[config.mk]
export PLATFORM = sky130hd
export DESIGN_NAME = sub3_pipe
export DESIGN_NICKNAME = d
export VERILOG_FILES = /design/src/rtl/sub3_pipe.sv
export SDC_FILE = /design/constraint.sdc
export NUM_CORES = 1
export LEC_CHECK = 0
export ABC_AREA = 1
export BUFFER_PORTS_ARGS = -buffer_cell sky130_fd_sc_hd__buf_2
export CORE_MARGIN = 5
export CORE_UTILIZATION = 45
export CTS_CLUSTER_DIAMETER = 50
export DETAILED_ROUTE_END_ITERATION = 12
export PLACE_DENSITY = 0.68
export SYNTH_ARGS = -nofsm -noshare
export SYNTH_HDL_FRONTEND = slang
export SYNTH_SLANG_ARGS = --single-unit
export TNS_END_PERCENT = 20
[constraint.sdc]
create_clock -name i_clk -period 3.6 [get_ports i_clk]
set_input_delay 0.18 -clock i_clk [delete_from_list [all_inputs] [get_ports i_clk]]
set_output_delay 0.18 -clock i_clk [all_outputs]
set_load 0.01 [all_outputs]
[src/rtl/sub3_pipe.sv]
// Two-stage signed A - B - C with a valid/ready stream handshake, overflow flag and delivered-result counter.
// Optional macro SUB3_SAT_EN: o_diff saturates to the signed WORD_SIZE range instead of wrapping.
module sub3_pipe #(
    parameter int WORD_SIZE = 16,
    parameter int COUNT_W   = 8
) (
    input  logic                        i_clk,
    input  logic                        i_rst,
    input  logic signed [WORD_SIZE-1:0] i_A,
    input  logic signed [WORD_SIZE-1:0] i_B,
    input  logic signed [WORD_SIZE-1:0] i_C,
    input  logic                        i_valid,
    output logic                        o_ready,
    output logic signed [WORD_SIZE-1:0] o_diff,
    output logic                        o_ovf,
    output logic                        o_valid,
    input  logic                        i_ready,
    output logic [COUNT_W-1:0]          o_count
);

    localparam int W = WORD_SIZE;
    localparam logic signed [W+1:0] MAX_V = {3'b000, {(W-1){1'b1}}};
    localparam logic signed [W+1:0] MIN_V = {3'b111, {(W-1){1'b0}}};

    function automatic logic ovf_of(input logic signed [W+1:0] d);
        return (d > MAX_V) || (d < MIN_V);
    endfunction

    function automatic logic signed [W-1:0] round_out(input logic signed [W+1:0] d);
`ifdef SUB3_SAT_EN
        if (d > MAX_V)
            return MAX_V[W-1:0];
        else if (d < MIN_V)
            return MIN_V[W-1:0];
        else
            return d[W-1:0];
`else
        return d[W-1:0];
`endif
    endfunction

    logic signed [W:0]   d1_in;
    logic signed [W:0]   d1_p1;
    logic signed [W-1:0] c_p1;
    logic                vld_p1;
    logic signed [W+1:0] d2;
    logic signed [W-1:0] diff_p2;
    logic                ovf_p2;
    logic                vld_p2;
    logic [COUNT_W-1:0]  count;
    logic                s1_en;
    logic                s2_en;

    assign s2_en   = !vld_p2 || i_ready;
    assign s1_en   = !vld_p1 || s2_en;
    assign o_ready = s1_en;

    assign d1_in = {i_A[W-1], i_A} - {i_B[W-1], i_B};
    assign d2    = {d1_p1[W], d1_p1} - {{2{c_p1[W-1]}}, c_p1};

    // Stage 1: exact A - B plus the pending C operand
    always_ff @(posedge i_clk or posedge i_rst) begin
        if (i_rst)
            vld_p1 <= 1'b0;
        else if (s1_en)
            vld_p1 <= i_valid;
    end

    always_ff @(posedge i_clk) begin
        if (s1_en) begin
            d1_p1 <= d1_in;
            c_p1  <= i_C;
        end
    end

    // Stage 2: output register; the W+2 bit difference is reduced here
    always_ff @(posedge i_clk or posedge i_rst) begin
        if (i_rst) begin
            vld_p2  <= 1'b0;
            diff_p2 <= '0;
            ovf_p2  <= 1'b0;
        end else if (s2_en) begin
            vld_p2  <= vld_p1;
            diff_p2 <= round_out(d2);
            ovf_p2  <= ovf_of(d2);
        end
    end

    always_ff @(posedge i_clk or posedge i_rst) begin
        if (i_rst)
            count <= '0;
        else if (vld_p2 && i_ready)
            count <= count + COUNT_W'(1);
    end

    assign o_valid = vld_p2;
    assign o_diff  = diff_p2;
    assign o_ovf   = ovf_p2;
    assign o_count = count;

endmodule

==> flow_metrics.py <==
metrics = {
    "global_routing": {
        "grt_pass1_wl_um": 13100,
        "overflow": 0,
        "grt_max_degree": 36,
        "track_usage_pct": 15.5,
        "antenna_found_initial": 0,
        "grt_pass1_vias": 3121,
    },
    "timing": {
        "setup_violations": 0,
        "setup_tns_ns": 0,
        "finalHoldViolations": 0,
        "fin_crit_sh_pct": 58.1,
        "timing.slew.headroom_pct": 34.8,
        "drv_slew": 0,
        "clock_skew_ns": 0.00727,
        "rsz0062_at_grt": "no",
        "fmax_mhz": 478,
        "finalCriticalPeriod_ns": 2.09,
        "worst_slew_pin_slew_ns": 0.977,
    },
    "setup_path": {
        "critPathLaunchType": "flip-flop",
        "crit_path_max_fanout": 5,
        "r2r_end": "o_ovf",
        "end_kind": "flip-flop",
        "worstPathRequired_ns": 3.85,
        "rrSetupSlack_ns": 1.51,
        "path_class": "flip-flop to flip-flop",
        "reg2reg_depth": 15,
        "crit_arrival_ns": 2.34,
        "cp_slowest_cell": "fa_1",
        "crit_chain": "inv_1, ha_1, fa_1, nand3b_1, nand2_1, nand2_1, nand2_2, nand2_1, nand2_1, nand2_1, nand2_1, nand2_1, nand2_1, nor2_1, nor2_1",
        "critPathTopFamily": "simple AND/OR/NAND/NOR gates",
        "path_buf_inv": 1,
        "critPathMaxStageDelay_ns": 0.40,
        "crit_path_frequent_cell": "nand2_1",
        "rr_startpoint": "d1_p1[0]",
        "path_depth": 15,
    },
    "clocking": {
        "post_cts_buffers": 0,
        "cts.sinks": 60,
        "clkTransAtPathRegs_ns": 0.06,
        "numCtsBuffers": 9,
        "insertion_delay_ns": 0.32,
        "clockBufferDepth": 2,
        "cts_root_buffer": "clkbuf_8",
        "cts_resized": 0,
        "tritoncts": "done",
        "cts-htree-levels": 3,
        "holdBufCountCts": 0,
    },
    "yosys": {
        "muxShareOfSynthArea_pct": 0,
        "synth_warnings": 0,
        "post_synth_and_or_nand_nor_area_fraction_pct": 21.5,
        "ys_ff_latch": 60,
        "synth_top_family_by_area": "simple AND/OR/NAND/NOR gates",
        "synthAdderAreaFrac_pct": 11.9,
        "synth_top_area_share_pct": 25.4,
        "avgSynthCellArea_um2": 8.35,
        "synth_xor_area_share_pct": 6.05,
        "syn_inst": 468,
        "yosys.area.top_type": "edfxtp_1",
        "syn_area_um2": 3910,
        "syn_nets": 556,
        "yosysSeqAreaShare_pct": 42.7,
        "synth-compound-area-share_pct": 8.90,
        "yosys-top-cells-area": "edfxtp_1 (25%), dfrtp_1 (17%), nand2_1 (12%)",
        "ys_types": 35,
    },
    "die": {
        "ios": 79,
        "die_w_um": 103,
        "initial_core_util_pct": 45.5,
        "coreArea_um2": 8590,
        "die_area_um2": 10600,
        "die_h_um": 103,
        "row_count": 34,
    },
    "route": {
        "drtIter0Drc": 67,
        "routed_via_density": 4.72,
        "drtPass1Iterations": 4,
        "vias": 3150,
        "drt-total-wl_um": 7790,
        "ant_nets": 0,
        "drc": 0,
        "wl_per_cell_um": 11.7,
    },
    "worst_hold_path": {
        "min_from": "i_C[0]",
        "hold_end": "c_p1[0]",
        "hold_depth": 1,
        "hold_path.class": "primary input to flip-flop",
    },
    "flow_run": {
        "max_cap_violations": 0,
    },
    "finish": {
        "regArea_um2": 1670,
        "fillers": 850,
        "synthToLayoutAreaGrowth_pct": 17.3,
        "layout.nets": 644,
        "layoutNonFillerInstCount": 668,
        "diodes": 0,
        "drive_above_1_share_pct": 20.4,
        "finalInstanceArea_um2": 4580,
        "multi_input_area_um2": 1890,
    },
    "place": {
        "gp_congestion": 0.945,
        "dpl.cell_count": 653,
        "dpl.hpwl_um": 6330,
        "portBuffers": 78,
        "dpl-instance-area_um2": 4430,
    },
    "status": {
        "status": "completed",
    },
    "power": {
        "power_density_nw_per_um2": 534,
        "ir_worst_vdd_uv": 167,
        "p_leak_nw": 2.49,
    },
}
## cell type report
class	instances	share of cell area, %
repair buffers	80	8.85
well taps	108	2.95
clock buffers	10	2.79
flip-flops and latches	60	36.4
multi-input cells	315	41.2
inverters	90	7.37
clock inverters	5	0.437
## state kept, by name, indices dropped and copies added, names as in the netlist
name	flops
c_p1	16
d1_p1	17
o_count	8
o_diff	16
o_ovf	1
o_valid	1
vld_p1	1
## kinds of logic after synthesis
family                   count (synthesis)
flip-flops                              60
AO/OA/AOI/OAI                           60
AND/OR/NAND/NOR                        192
buffers and inverters                   93
XOR/XNOR                                27
adder cells (fa/ha/maj)                 36
## cell usage after synthesis, drive strengths merged
library cell,number
a21boi,2
a21o,2
a21oi,29
a31o,2
a31oi,2
and2,1
buf,1
clkbuf,2
dfrtp,27
edfxtp,33
fa,2
ha,34
inv,90
nand2,130
nand3,21
nand3b,4
nand4,4
nor2,23
nor3,5
o211ai,1
o21ai,20
o21bai,1
o31ai,1
or2,4
xnor2,11
xor2,16
## where the power goes
part           switching, mW  total [mW]  internal, mW
Clock                  0.233       0.468         0.235
Sequential            0.0981        1.01         0.913
Combinational          0.577       0.969         0.392
Total                  0.908        2.45          1.54
## worst register-to-register path, stage by stage, from the launching register on
cell and delay [ns]:
edfxtp_1 0.33, inv_1 0.04, ha_1 0.23, fa_1 0.40, nand3b_1 0.17, nand2_1 0.12, nand2_1 0.08, nand2_2 0.11
nand2_1 0.10, nand2_1 0.10, nand2_1 0.05, nand2_1 0.06, nand2_1 0.05, nand2_1 0.05, nor2_1 0.04, nor2_1 0.08
## worst max-delay path by stage
stage,from,to,slack (ns)
after floorplan,o_valid,c_p1[0],1.57
after global placement,i_A[0],d1_p1[10],1.54
after detailed placement,i_A[0],d1_p1[10],1.43
after CTS,d1_p1[0],o_ovf,1.47
after global routing,d1_p1[0],o_ovf,1.25
final,d1_p1[0],o_ovf,1.51
## cells in the final DEF (no fill, tap or decap), drive strengths merged
cell,netlist,final
a21boi,2,2
a21o,2,2
a21oi,29,29
a31o,2,2
a31oi,2,2
and2,1,1
buf,1,80
clkbuf,2,10
clkinv,0,5
dfrtp,27,27
edfxtp,33,33
fa,2,2
ha,34,34
inv,90,90
nand2,130,130
nand3,21,21
nand3b,4,4
nand4,4,4
nor2,23,23
nor3,5,5
o211ai,1,1
o21ai,20,20
o21bai,1,1
o31ai,1,1
or2,4,4
xnor2,11,11
xor2,16,16
## routing by layer
layer | vias to the layer above | share of wire [%] | global-route usage, %
li1 | 1681 | - | -
met1 | 1370 | 47 | 19.8
met2 | 79 | 44 | 25.6
met3 | 20 | 5.9 | 2.82
met4 | 0 | 2.5 | 6.87
met5 | - | 0 | 0
## through the flow
step / total power, mW / util (%) / hold slack (ns) / setup WS [ns]
after CTS: 2.48 / 53.3 / 0.00801 / 1.47
after global placement: 1.98 / 51.6 / 0.356 / 1.54
final: 2.45 / 53.3 / 0.0257 / 1.51
after global routing: 2.66 / 53.3 / 0.00829 / 1.25
after floorplan: 1.69 / - / 0.233 / 1.57
after detailed placement: 2.00 / 51.6 / 0.358 / 1.43
No activity file was read; power rests on OpenSTA's default activity.
